===== config.mk =====
export PLATFORM = sky130hd
export DESIGN_NAME = mem_port_arbiter
export DESIGN_NICKNAME = d
export VERILOG_FILES = /design/src/rtl/mem_port_arbiter_pkg.sv /design/src/rtl/mem_port_arbiter_wait.sv /design/src/rtl/mem_port_arbiter.sv
export SDC_FILE = /design/constraint.sdc
export NUM_CORES = 1
export LEC_CHECK = 0
export ABC_AREA = 1
export CAP_MARGIN = 20
export CORE_MARGIN = 5
export CORE_UTILIZATION = 36
export DETAILED_ROUTE_END_ITERATION = 10
export GPL_TIMING_DRIVEN = 1
export PLACE_DENSITY = 0.81
export SLEW_MARGIN = 15
export SYNTH_ARGS = -nofsm -noshare
export SYNTH_HDL_FRONTEND = slang
export SYNTH_SLANG_ARGS = --single-unit
export TNS_END_PERCENT = 10

===== constraint.sdc =====
create_clock -name clk -period 1.5 [get_ports clk]
set_input_delay 0.225 -clock clk [delete_from_list [all_inputs] [get_ports clk]]
set_output_delay 0.225 -clock clk [all_outputs]
set_load 0.02 [all_outputs]

===== src/rtl/mem_port_arbiter_pkg.sv =====
// Shared types and constants for the IF/MEM single-port RAM arbiter.
package mem_port_arbiter_pkg;

  typedef enum logic {
    ST_IDLE = 1'b0,
    ST_BUSY = 1'b1
  } state_t;

  typedef enum logic {
    OWN_IF  = 1'b0,
    OWN_MEM = 1'b1
  } owner_t;

  // Width of the wait counter for a given wait-state count, never below 1 bit.
  function automatic int unsigned wcnt_width(input int unsigned ws);
    return (ws == 0) ? 1 : $clog2(ws + 1);
  endfunction

  // Largest legal wait-state setting and the counter width it needs.
  localparam int unsigned WAIT_STATES_MAX = 7;
  localparam int unsigned WCNT_W          = wcnt_width(WAIT_STATES_MAX);

endpackage


===== src/rtl/mem_port_arbiter_wait.sv =====
// mem_wait_timer: load/decrement wait-state counter with a zero flag.
module mem_wait_timer
  import mem_port_arbiter_pkg::*;
#(
  parameter int unsigned WAIT_STATES = 1
) (
  input  logic clk,
  input  logic rst_n,
  input  logic i_load,
  input  logic i_dec,
  output logic o_zero
);

  localparam int unsigned W = wcnt_width(WAIT_STATES);

  logic [W-1:0] r_wcnt;

  // Load on issue, count down while the access is in flight, stop at zero.
  always_ff @(posedge clk or negedge rst_n) begin
    if (!rst_n) begin
      r_wcnt <= '0;
    end else if (i_load) begin
      r_wcnt <= W'(WAIT_STATES);
    end else if (i_dec && (r_wcnt != '0)) begin
      r_wcnt <= r_wcnt - 1'b1;
    end
  end

  assign o_zero = (r_wcnt == '0);

endmodule


===== src/rtl/mem_port_arbiter.sv =====
// mem_port_arbiter: shares one single-port synchronous RAM between instruction
// fetch and the MEM stage, with configurable wait states and an anti-starvation
// limit on consecutive MEM grants. Optional stall counter: MEM_ARB_PERF_CNT_EN.
module mem_port_arbiter
  import mem_port_arbiter_pkg::*;
#(
  parameter int unsigned AW          = 16,
  parameter int unsigned DW          = 16,
  parameter int unsigned WAIT_STATES = 1,
  parameter int unsigned MAX_CONSEC  = 4
) (
  input  logic          clk,
  input  logic          rst_n,
  input  logic          if_req,
  input  logic [AW-1:0] if_addr,
  output logic          if_done,
  output logic [DW-1:0] if_rdata,
  input  logic          mem_req,
  input  logic          mem_we,
  input  logic [AW-1:0] mem_addr,
  input  logic [DW-1:0] mem_wdata,
  output logic          mem_done,
  output logic [DW-1:0] mem_rdata,
  output logic          stall_if,
  output logic          stall_mem,
  output logic          ram_en,
  output logic          ram_we,
  output logic [AW-1:0] ram_addr,
  output logic [DW-1:0] ram_wdata,
  input  logic [DW-1:0] ram_rdata,
  output logic [31:0]   stall_cnt
);

  localparam logic [3:0] CCNT_LIMIT = 4'(MAX_CONSEC);

  state_t        r_state;
  state_t        w_state_nxt;
  owner_t        r_owner;
  logic [3:0]    r_ccnt;
  logic [AW-1:0] r_addr;
  logic [DW-1:0] r_wdata;

  logic w_grant_mem;
  logic w_grant_if;
  logic w_grant;
  logic w_done;
  logic w_wzero;
  logic w_issue_mem;
  logic w_issue_if;
  logic w_if_done;
  logic w_mem_done;
  logic w_stall_if_raw;
  logic w_stall_mem_raw;

  mem_wait_timer #(
    .WAIT_STATES (WAIT_STATES)
  ) u_wait (
    .clk    (clk),
    .rst_n  (rst_n),
    .i_load (w_grant),
    .i_dec  (r_state == ST_BUSY),
    .o_zero (w_wzero)
  );

  // State register.
  always_ff @(posedge clk or negedge rst_n) begin
    if (!rst_n) begin
      r_state <= ST_IDLE;
    end else begin
      r_state <= w_state_nxt;
    end
  end

  // Grant decision in IDLE, completion detection in BUSY.
  always_comb begin
    w_state_nxt = r_state;
    w_grant_mem = 1'b0;
    w_grant_if  = 1'b0;
    w_done      = 1'b0;
    case (r_state)
      ST_IDLE: begin
        if (mem_req && (!if_req || (r_ccnt < CCNT_LIMIT))) begin
          w_grant_mem = 1'b1;
          w_state_nxt = ST_BUSY;
        end else if (if_req) begin
          w_grant_if  = 1'b1;
          w_state_nxt = ST_BUSY;
        end
      end
      ST_BUSY: begin
        if (w_wzero) begin
          w_done      = 1'b1;
          w_state_nxt = ST_IDLE;
        end
      end
    endcase
  end

  assign w_grant = w_grant_mem | w_grant_if;

  // Capture owner and issued address/data so the RAM bus holds during BUSY.
  always_ff @(posedge clk or negedge rst_n) begin
    if (!rst_n) begin
      r_owner <= OWN_IF;
      r_addr  <= '0;
      r_wdata <= '0;
    end else if (w_grant_mem) begin
      r_owner <= OWN_MEM;
      r_addr  <= mem_addr;
      r_wdata <= mem_wdata;
    end else if (w_grant_if) begin
      r_owner <= OWN_IF;
      r_addr  <= if_addr;
      r_wdata <= '0;
    end
  end

  // Consecutive MEM grants counted only while IF is actually waiting.
  always_ff @(posedge clk or negedge rst_n) begin
    if (!rst_n) begin
      r_ccnt <= '0;
    end else if (w_grant_mem && if_req) begin
      if (r_ccnt != 4'hF) begin
        r_ccnt <= r_ccnt + 4'd1;
      end
    end else if (w_grant) begin
      r_ccnt <= '0;
    end
  end

  // rst_n only qualifies the outputs here (never flop inputs), so every output
  // reads 0 while reset is asserted even if requests are pending.
  assign w_issue_mem = w_grant_mem & rst_n;
  assign w_issue_if  = w_grant_if & rst_n;

  assign ram_en    = w_issue_mem | w_issue_if;
  assign ram_we    = w_issue_mem & mem_we;
  assign ram_addr  = w_issue_mem ? mem_addr  : (w_issue_if ? if_addr : r_addr);
  assign ram_wdata = w_issue_mem ? mem_wdata : (w_issue_if ? '0      : r_wdata);

  assign w_if_done  = w_done & (r_owner == OWN_IF);
  assign w_mem_done = w_done & (r_owner == OWN_MEM);
  assign if_done    = w_if_done;
  assign mem_done   = w_mem_done;
  assign if_rdata   = w_if_done  ? ram_rdata : '0;
  assign mem_rdata  = w_mem_done ? ram_rdata : '0;

  assign w_stall_if_raw  = if_req  & ~w_if_done;
  assign w_stall_mem_raw = mem_req & ~w_mem_done;
  assign stall_if        = w_stall_if_raw  & rst_n;
  assign stall_mem       = w_stall_mem_raw & rst_n;

`ifdef MEM_ARB_PERF_CNT_EN
  logic [31:0] r_stall_cnt;

  // Free-running stall-cycle counter, wraps naturally.
  always_ff @(posedge clk or negedge rst_n) begin
    if (!rst_n) begin
      r_stall_cnt <= '0;
    end else if (w_stall_if_raw | w_stall_mem_raw) begin
      r_stall_cnt <= r_stall_cnt + 32'd1;
    end
  end

  assign stall_cnt = r_stall_cnt;
`else
  assign stall_cnt = '0;
`endif

endmodule


# After elaboration in Yosys (flattened, before gate mapping)
# Index checks and enable logic that the tools add are counted.
[totals]
elab_cells = 62
inputBits = 69
regBits = 39
out_inout_bits = 102
[op_classes]
eq_ne = 2
n_bitwise = 15
reduce_logical = 9
n_lt_le_gt_ge = 1
addsub = 2
mux = 27
[ops]
columns = ["operator", "count"]
rows = [
  ["two-way mux 16 bit", 10],
  ["two-way mux 1 bit", 13],
  ["two-way mux 4 bit", 3],
  ["bitwise AND 1 bit", 9],
  ["nonzero test 2 bit", 3],
  ["adder 4 x 1 -> 4 bit (second input constant)", 1],
  ["< comparator 4 x 3 -> 1 bit (second input constant)", 1],
  ["!= test 4 bit (second input constant)", 1],
  ["inverter 1 bit", 4],
  ["logical AND 1 bit", 3],
  ["!= test 2 x 1 -> 1 bit (second input constant)", 1],
  ["bitwise OR 1 bit", 2],
  ["one-hot mux 1 bit (2 select lines)", 1],
  ["AND reduction 2 bit", 1],
  ["logical NOT 1 bit", 1],
  ["logical OR 1 bit", 1],
  ["subtractor 1 bit (second input constant)", 1],
]

# Longest topological paths before layout
[depth]
word_depth = 8
depth_mapped = 8
mapped_depth_nobuf = 6

# Modules after synthesis
# A second synthesis with hierarchy kept.
[hier_totals]
cells_unflattened = 458
area_unflattened_um2 = 2972.9
[by_module_without_submodules]
columns = ["mod", "instances", "area_each_um2", "cells_each"]
rows = [
  ["mem_port_arbiter", 1, 2929.1, 452],
  ["mem_wait_timer", 1, 43.8, 6],
]

# Worst setup path before layout
# OpenSTA, ideal clock, no wires.
[synth_timing]
path_kind = "reg2out"
startpoint = "register r_state"
endpoint = "output mem_rdata[10]"
t_arrival_ns = 1.517
slack_ns = -0.242
n_path_buf = 1
stages_incl_launch_ff = 6
cell_sequence = "dfrtp_1 nand2_1 nor2_1 inv_2 buf_4 nor2_1"
[synth_between]
elab_chain_cells = 3
[synth_lines]
columns = ["item", "line_no", "source"]
rows = [
  ["from (decl)", "mem_port_arbiter.sv:36", "state_t r_state;"],
  ["from (signal assigned)", "mem_port_arbiter.sv:70", "r_state <= w_state_nxt;"],
  ["two-way mux 1 bit", "mem_port_arbiter.sv:80", "case (r_state)"],
  ["bitwise AND 1 bit", "mem_port_arbiter.sv:142", "assign w_mem_done = w_done & (r_owner == OWN_MEM);"],
  ["net mem_done", "mem_port_arbiter.sv:22", "output logic mem_done,"],
  ["two-way mux 16 bit", "mem_port_arbiter.sv:146", "assign mem_rdata = w_mem_done ? ram_rdata : '0;"],
  ["to (decl)", "mem_port_arbiter.sv:23", "output logic [DW-1:0] mem_rdata,"],
]
# The timed path passes the listed nets, and every way through them passes these cells.

# Worst setup path after layout
[layout_timing]
startpoint = "register r_ccnt[2]"
endpoint = "output ram_addr[7]"
[layout_between]
elab_chain_cells = 8
elab_cells_between_ends = 11
cone_classes = "1 x order compare; 6 x mux; 2 x bitwise; 2 x reduce/logical"
[layout_lines]
columns = ["item", "line_no", "source"]
rows = [
  ["from (decl)", "mem_port_arbiter.sv:39", "logic [3:0] r_ccnt;"],
  ["from (signal assigned)", "mem_port_arbiter.sv:124", "r_ccnt <= r_ccnt + 4'd1;"],
  ["< comparator 4 x 3 -> 1 bit (*)", "mem_port_arbiter.sv:82", "if (mem_req && (!if_req || (r_ccnt < CCNT_LIMIT))) begin"],
  ["logical OR 1 bit (*)", "mem_port_arbiter.sv:82", ""],
  ["logical AND 1 bit (*)", "mem_port_arbiter.sv:82", ""],
  ["two-way mux 1 bit", "mem_port_arbiter.sv:82", ""],
  ["two-way mux 1 bit", "mem_port_arbiter.sv:80", ""],
  ["bitwise AND 1 bit", "mem_port_arbiter.sv:134", "assign w_issue_if = w_grant_if & rst_n;"],
  ["two-way mux 16 bit", "mem_port_arbiter.sv:138", "assign ram_addr = w_issue_mem ? mem_addr : (w_issue_if ? if_addr : r_addr);"],
  ["two-way mux 16 bit (*)", "mem_port_arbiter.sv:138", ""],
  ["to (decl)", "mem_port_arbiter.sv:28", "output logic [AW-1:0] ram_addr,"],
]
# Every way passes the cells marked *; elsewhere a longest branch is shown, timed or not.

==> metrics <==
largest net degree at the start of global routing 35; residual DRC count 0; worst hold path type input pin to async pin; Leak ~2.8 nW; Die Ht about 100 µm; clock transition at the registers of the reported paths 80 ps; unrepaired setup endpoints after global routing yes; TritonCTS clock tree done; #FFs+latches synth 39; R2R Setup Slk -80 ps; Via Count 3574; total core area 8130 µm²; Max stage delay on crit path 420 ps; Die X 101 µm; port buffer count 138; Final Cycle Share 125%; Final Max Tran Viols 0; RR Endpoint r_addr[3]$_DFFE_PN0P_; clock latency on the worst-skew pair 280 ps; clock buffer depth 2; root buf cell clkbuf_8; crit path from r_ccnt[2]$_DFFE_PN0P_; initial antenna violation count 0; # clock sinks 39; gr ovfl total 0; CP Capture Type primary output; Final Power 8.66 mW; IO Pins 171; nets@finish 716; Max Clock Freq 0.533 GHz; Starting Density 36.6%; Critical Path, Cell by Cell o21ai_4 -> buf_6 -> nand2_8 -> clkbuf_16 -> nand3_2 -> nand3_4 -> nand2_2 -> buf_6; peak supply drop 806 µV; routability cong. 0.832; Routed WL 10.9 mm; gr usage total 19.0%; Worst Reg2Reg Path Length in Cells 10; Yosys cell types 25; CP Launch Type flip-flop; first-pass GRT wire length about 16 mm; H-Tree Depth 2; Util after Layout 67.1%; vias in the first global route 3447; setup_tns -16400 ps; die area 10200 µm²; WL/cell 14.5 µm; worst r2r src r_ccnt[2]$_DFFE_PN0P_; Data arrival, critical path 1650 ps; termination of the worst setup path ram_addr[7]; Clock Skews around 6.4 ps; Critical Path RT 1270 ps; Ys Warns 0; DR pass1 iterations 5; Initial DRC Count 126; CP Class flip-flop to primary output; status complete, but fails checks; Hold Vio Cnt, Final 0; Synth Area per Inst about 6.5 µm²; fin area 5450 µm²; share of layout cells above drive strength 1 37.6%; pre-CTS setup slack -896 ps; Most common cell on crit path buf_6; Power Density about 1600 nW/µm²; sequential-to-total area share from yosys stat about a third; endpoints failing setup 91; Final min period 1880 ps; Num CTS Buffers 5; Layout area overhead 83.3%; failing checks setup timing; Post-Syn Area 2980 µm²; Final ANT Viol Nets 0; final setup margin -375 ps; Via density between 4 and 5; Hold WS 356 ps; max_cap viols 0; DP Area 4880 µm²; Non-Filler Instances roughly 750; Ant. Diodes 0; Post-Syn Instances 456; placed cell count 733; Core Rows 33; Final HPWL DP 7.81 mm; Slowest cell on crit path dfrtp_1; Max FO, Critical Path 7
synthesized netlist by cell type:
cell,instances,share of area [%]
a21oi_1,1,0.17
buf_2,12,2.0
buf_4,38,9.6
buf_6,1,0.38
clkbuf_1,1,0.13
clkbuf_2,1,0.17
conb_1,1,0.13
dfrtp_1,39,33
ha_1,1,0.42
inv_1,73,9.2
inv_2,5,0.63
nand2_1,133,17
nand2_4,2,0.76
nand3_1,50,8.4
nand3_2,1,0.34
nand3b_1,16,4.0
nand4_1,1,0.21
nand4_4,1,0.71
nor2_1,37,4.7
nor2_2,1,0.21
nor2_4,2,0.76
o211ai_4,1,0.71
o21ai_0,11,1.9
o21ai_1,26,4.4
o21ai_4,1,0.55
placed cells by master, fill, tap and decap left out, types with 2 or more instances in the layout:
master and instances:
nand2_8 2, inv_2 3, nand3_2 13, nor2_2 20
nand3_4 9, clkbuf_1 2, buf_4 68, buf_6 50
nor2_4 11, buf_12 9, o21ai_1 10, inv_4 2
nand2_1 118, nand2_2 14, nand3b_1 16, clkdlybuf4s50_1 65
clkbuf_8 5, buf_2 4, dlygate4sd2_1 2, nor2_1 9
conb_1 32, o21ai_4 6, inv_1 72, o21ai_0 6
o21ai_2 16, clkdlybuf4s15_2 4, dfrtp_1 39, nand3_1 29
worst max-delay path: cells and delay by family (launching register included):
family          cells  cell delay (ps)
buf+inv             3              430
simple gates        4              310
flops               1              420
compound gates      1              200
worst min path at each step:
stage	end	cells past startpoint
detailed placement	r_ccnt[3]$_DFFE_PN0P_	2
finish	r_owner$_DFFE_PN0P_	4
floorplan	r_addr[0]$_DFFE_PN0P_	0
global placement	r_ccnt[3]$_DFFE_PN0P_	2
global route	r_owner$_DFFE_PN0P_	4
CTS	r_owner$_DFFE_PN0P_	4
kinds of logic after synthesis:
kind of cell | count (synthesis) | synth area share [%]
and+or+nand+nor | 244 | 36.9
other | 1 | 0.126
AOI/OAI and AO/OA | 40 | 7.65
DFF | 39 | 32.8
buffers and inverters | 131 | 22.1
adders and majority gates | 1 | 0.420
where the power goes:
group | switching, mW | internal (mW)
logic | 3.36 | 2.80
clock network | 0.341 | 0.326
registers | 0.289 | 1.54
total | 3.99 | 4.67
sequential cells by signal, indices dropped and copies added, names as in the netlist:
register and cells:
r_wdata 16, r_owner 1, r_state 1, u_wait.r_wcnt 1
r_ccnt 4, r_addr 16
area by class of cell:
class / instances / area [µm²]
Clock buffer: 7 / 76.3
Clock inverter: 1 / 5.00
Fill cell: 654 / 2680
Inverter: 78 / 310
Multi-Input combinational cell: 317 / 1920
Sequential cell: 39 / 976
Tap cell: 105 / 131
Timing Repair Buffer: 204 / 2020
Timing Repair inverter: 1 / 11.3
metal layers:
layer	global-route usage (%)	vias up	share of wire, %
met5	0	-	0
met4	4.91	0	1.5
met3	4.98	12	9.6
met2	34.3	171	52
met1	22.1	1682	37
li1	-	1709	-
what timing repair did:
item                       CTS  global route
resized for setup          366           114
cloned                       2             2
setup endpoints to repair  106           101
buffers inserted             7             3
hold buffers                 1             0
hold endpoints to repair     5             0
pin swaps                    3            19
(Power assumes the default switching activity.)
